## config.mk

```make
export PLATFORM = sky130hd
export DESIGN_NAME = result_prev_element_reader
export DESIGN_NICKNAME = d
export VERILOG_FILES = /design/src/rtl/result_prev_element_reader.sv
export SDC_FILE = /design/constraint.sdc
export NUM_CORES = 1
export LEC_CHECK = 0
export CELL_PAD_IN_SITES_DETAIL_PLACEMENT = 1
export CELL_PAD_IN_SITES_GLOBAL_PLACEMENT = 1
export CORE_ASPECT_RATIO = 0.6
export CORE_MARGIN = 5
export CORE_UTILIZATION = 40
export DETAILED_ROUTE_END_ITERATION = 8
export MAX_ROUTING_LAYER = met4
export PLACE_DENSITY = 0.9
export SYNTH_ARGS = -nofsm -noshare
export SYNTH_HDL_FRONTEND = slang
export SYNTH_SLANG_ARGS = --single-unit
```

## constraint.sdc

```tcl
create_clock -name clk -period 12.55 [get_ports clk]
set_clock_uncertainty 0.1 [all_clocks]
set_input_delay 2.51 -clock clk [delete_from_list [all_inputs] [get_ports clk]]
set_output_delay 2.51 -clock clk [all_outputs]
set_load 0.02 [all_outputs]
```

## src/rtl/result_prev_element_reader.sv

```systemverilog
// Snapshot-and-stream reader for the previous-result holding register.
// Optional replay of the held snapshot is enabled by defining RESULT_PREV_READER_REPLAY_EN.
module result_prev_element_reader #(
    parameter int number_of_equations_per_cluster = 9,
    parameter int element_width                   = 32,
    parameter int index_width                     = 4
) (
    input  logic                                                      clk,
    input  logic                                                      rst,
    input  logic                                                      start,
`ifdef RESULT_PREV_READER_REPLAY_EN
    input  logic                                                      replay,
`endif
    input  logic [element_width*number_of_equations_per_cluster-1:0] result_data,
    output logic                                                      busy,
    output logic                                                      out_valid,
    input  logic                                                      out_ready,
    output logic [element_width-1:0]                                  out_data,
    output logic [index_width-1:0]                                    out_index,
    output logic                                                      out_last,
    output logic                                                      done,
    output logic                                                      overrun
);

    // state  | meaning
    // IDLE   | no snapshot being streamed; waiting for start (or replay)
    // STREAM | presenting snapshot element[idx_q] with out_valid high

    localparam int VEC_W = element_width * number_of_equations_per_cluster;
    localparam logic [index_width-1:0] LAST_IDX = index_width'(number_of_equations_per_cluster - 1);

    typedef enum logic {
        IDLE,
        STREAM
    } state_t;

    state_t                   state_q, state_d;
    logic [VEC_W-1:0]         snap_q, snap_d;
    logic [index_width-1:0]   idx_q, idx_d;
    logic                     done_q, done_d;
    logic                     ovr_q, ovr_d;
    logic                     replay_req;
    logic                     xfer;
    logic                     last_xfer;
    logic [element_width-1:0] elem;

`ifdef RESULT_PREV_READER_REPLAY_EN
    assign replay_req = replay;
`else
    assign replay_req = 1'b0;
`endif

    assign xfer      = (state_q == STREAM) && out_ready;
    assign last_xfer = xfer && (idx_q == LAST_IDX);

    always_ff @(posedge clk or posedge rst) begin
        if (rst) begin
            state_q <= IDLE;
            snap_q  <= '0;
            idx_q   <= '0;
            done_q  <= 1'b0;
            ovr_q   <= 1'b0;
        end else begin
            state_q <= state_d;
            snap_q  <= snap_d;
            idx_q   <= idx_d;
            done_q  <= done_d;
            ovr_q   <= ovr_d;
        end
    end

    always_comb begin
        state_d = state_q;
        snap_d  = snap_q;
        idx_d   = idx_q;
        done_d  = 1'b0;
        ovr_d   = 1'b0;
        case (state_q)
            IDLE: begin
                if (start) begin
                    snap_d  = result_data;
                    idx_d   = '0;
                    state_d = STREAM;
                end else if (replay_req) begin
                    idx_d   = '0;
                    state_d = STREAM;
                end
            end
            STREAM: begin
                if (last_xfer) begin
                    done_d = 1'b1;
                    idx_d  = '0;
                    // a request coinciding with the final transfer chains the next stream without a gap
                    if (start) begin
                        snap_d = result_data;
                    end else if (!replay_req) begin
                        state_d = IDLE;
                    end
                end else begin
                    if (xfer) begin
                        idx_d = idx_q + 1'b1;
                    end
                    if (start || replay_req) begin
                        ovr_d = 1'b1;
                    end
                end
            end
            default: state_d = IDLE;
        endcase
    end

    always_comb begin
        elem = '0;
        for (int k = 0; k < number_of_equations_per_cluster; k++) begin
            if (idx_q == index_width'(k)) begin
                elem = snap_q[k*element_width +: element_width];
            end
        end
    end

    assign busy      = (state_q == STREAM);
    assign out_valid = busy;
    assign out_data  = busy ? elem : '0;
    assign out_index = idx_q;
    assign out_last  = busy && (idx_q == LAST_IDX);
    assign done      = done_q;
    assign overrun   = ovr_q;

endmodule

```

==> impl_metrics.tcl <==
set metrics [dict create \
    power_density_nw_per_um2 261 \
    grt_max_degree 180 \
    drc_errors 0 \
    clkLatencyLatePin_ps 570 \
    clk_pin_slew_worst_paths_ps 60 \
    wl_met3_mm 3.50 \
    startpoint_type "flip-flop" \
    tns_ps 0 \
    dr.pass1.iters 5 \
    maxCapViolCount 0 \
    synth_warnings 0 \
    internal_power_mw 2.90 \
    antenna_found_initial 11 \
    synth_cell_types 38 \
    synthToLayoutAreaGrowth_pct 30.7 \
    clockBufferDepth 3 \
    async_flop_share 1.00 \
    avgSynthCellArea_um2 11.3 \
    viasPerCell 6.00 \
    wl_per_cell_um 28.0 \
    grt_pass1_wl_mm 85.2 \
    critPathLaunch "out_index[0]" \
    setup_viol 0 \
    dp_hpwl_mm 38.5 \
    io_pins 333 \
    finalCritPeriodShare 0.593 \
    crit_fanout 34 \
    hold_path_startpoint "snap_q[80]" \
    cts.sinks 295 \
    grt_pass1_vias 13500 \
    yosysMostFrequentCell "dfrtp_1" \
    arrival_ps 4830 \
    track_usage 0.285 \
    status "finished clean" \
    die_y_um 158 \
    overflow 0 \
    die_area_um2 40300 \
    synth_top_area_share 0.509 \
    drt_iter0_markers 959 \
    syn_inst 1287 \
    leakagePower_nw 7.78 \
    wl_met2_mm 28.1 \
    nets 1836 \
    cts_made_buffers 31 \
    synth_nets 1583 \
    cts_tree "done" \
    hold_viol_final 0 \
    yosysTopAreaCell "dfrtp_1" \
    critPathRequiredTime_ps 9940 \
    hold_class "flip-flop to flip-flop" \
    io_buffers 332 \
    p_sw_mw 2.05 \
    cp-end-kind "output port" \
    slew_violations 0 \
    ir_drop_uv 142 \
    ys_ff_latch 295 \
    fin_hold_ws_ps 387 \
    p_sw_frac 0.414 \
    fin_area_um2 19000 \
    clkPwrFrac 0.188 \
    synth-edff-count 0 \
    synth_flop_cell "dfrtp_1" \
    vias 12300 \
    synth.area.top_cells "dfrtp_1, mux2_1, a21oi_1, nand3_1, a221oi_1" \
    ys_seq_area_frac 0.509 \
    p_comb_frac 0.446 \
    critPathKind "flip-flop to output port" \
    cts_setup_buffers 0 \
    placed_area_um2 17900 \
    core_um2 36100 \
    holdBufCountCts 0 \
    row_count 54 \
    place_congestion 0.864 \
    die_width_um 256 \
    syn_area_um2 14500 \
    wl_mm 57.4 \
    fin_util 0.526 \
    cts_root_buffer "clkbuf_16" \
    start_util 0.402 \
    rsz0062_at_grt "false" \
    min_period_ps 7440 \
    power_mw 4.95 \
    post_cts_resized 0 \
    max_slew_margin 0.107 \
    max_freq_ghz 0.134 \
    drt-met1-wl_mm 22.5 \
    worst_pin_slew_ps 1340 \
    top_layer "met4" \
    postRouteAntennaNets 0 \
    drive_above_1_share 0.0455 \
    r2r_start "out_index[0]" \
    seqPwrFrac 0.365 \
    synth_common_cells "dfrtp_1, mux2_1, a21oi_1, clkbuf_1, inv_1" \
    htreeDepth 1 \
]
[routing by layer]
| layer | global-route usage | up-vias |
|---|---|---|
| met5 | - | - |
| met4 | 0.147 | 0 |
| met3 | 0.0568 | 149 |
| met2 | 0.475 | 542 |
| met1 | 0.331 | 6363 |
| li1 | - | 5244 |
[critical path: stages (launching register included)]
cell and delay [ps]:
dfrtp_1 460, inv_1 200, ha_2 920, nor2b_4 1210, a221oi_1 210, a211o_1 320
a31oi_1 230, clkdlybuf4s50_1 680
[flip-flops by register name (all words and copies together), names as in the netlist]
signal	flops
busy	1
snap_q	288
done	1
out_index	4
overrun	1
[power by group through the flow]
stage	clock (mW)	combinational, mW	sequential (mW)
after detailed placement	0	2.19	1.81
after global placement	0	2.07	1.77
after CTS	0.947	2.21	1.80
after floorplan	0	1.41	1.60
final	0.931	2.21	1.81
after global routing	0.989	2.37	1.84
[path summary, 6_finish.rpt]
check / endpoint / slack, ps / depth (start not counted)
setup / recovery: out_data[6] / 5110 / 7
hold / removal: snap_q[80] / 390 / 1
setup reg to reg: snap_q[88] / 7830 / 8
hold reg to reg: snap_q[80] / 390 / 1
max in group asynchronous: snap_q[231] / 8340 / 3
min in group asynchronous: snap_q[202] / 2420 / 2
[layout by cell type (no fill, tap or decap), types with 30 or more instances in the layout]
cell | synthesis | final
a211o_1 | 30 | 30
clkdlybuf4s50_1 | 0 | 331
a21oi_1 | 96 | 96
mux2_1 | 256 | 256
nor2b_1 | 34 | 33
a221oi_1 | 34 | 34
dfrtp_1 | 295 | 292
nand2_1 | 64 | 64
o2111ai_1 | 30 | 30
clkbuf_16 | 0 | 31
o21ai_1 | 34 | 34
a311oi_1 | 30 | 30
nand3_1 | 64 | 64
nor2_1 | 35 | 35
a31oi_1 | 30 | 30
inv_1 | 66 | 64
o221ai_1 | 30 | 30
[cell families after synthesis]
family / count (synthesis) / share of synthesized area
AOI/OAI and AO/OA: 327 / 0.157
DFF: 295 / 0.509
muxes: 258 / 0.200
and+or+nand+nor: 212 / 0.0689
buffers and inverters: 191 / 0.0621
adders and majority gates: 4 / 0.00345
[area by class of cell]
| cell class | count | area, um2 |
|---|---|---|
| sequential | 295 | 7390 |
| clock inverter | 6 | 108 |
| fill | 3755 | 17100 |
| inverter | 68 | 263 |
| antenna | 15 | 37.5 |
| timing repair buffer | 343 | 3410 |
| clock buffer | 46 | 882 |
| multi-input combinational | 801 | 6280 |
| tap | 476 | 596 |
[through the flow]
step                      setup WS (ps)  std cells
after CTS                          5130       2035
after floorplan                    1790       1287
after detailed placement           5770       1983
after global placement             5920       1983
final                              5110       2050
after global routing               4980       2046
(Power assumes the default switching activity.)
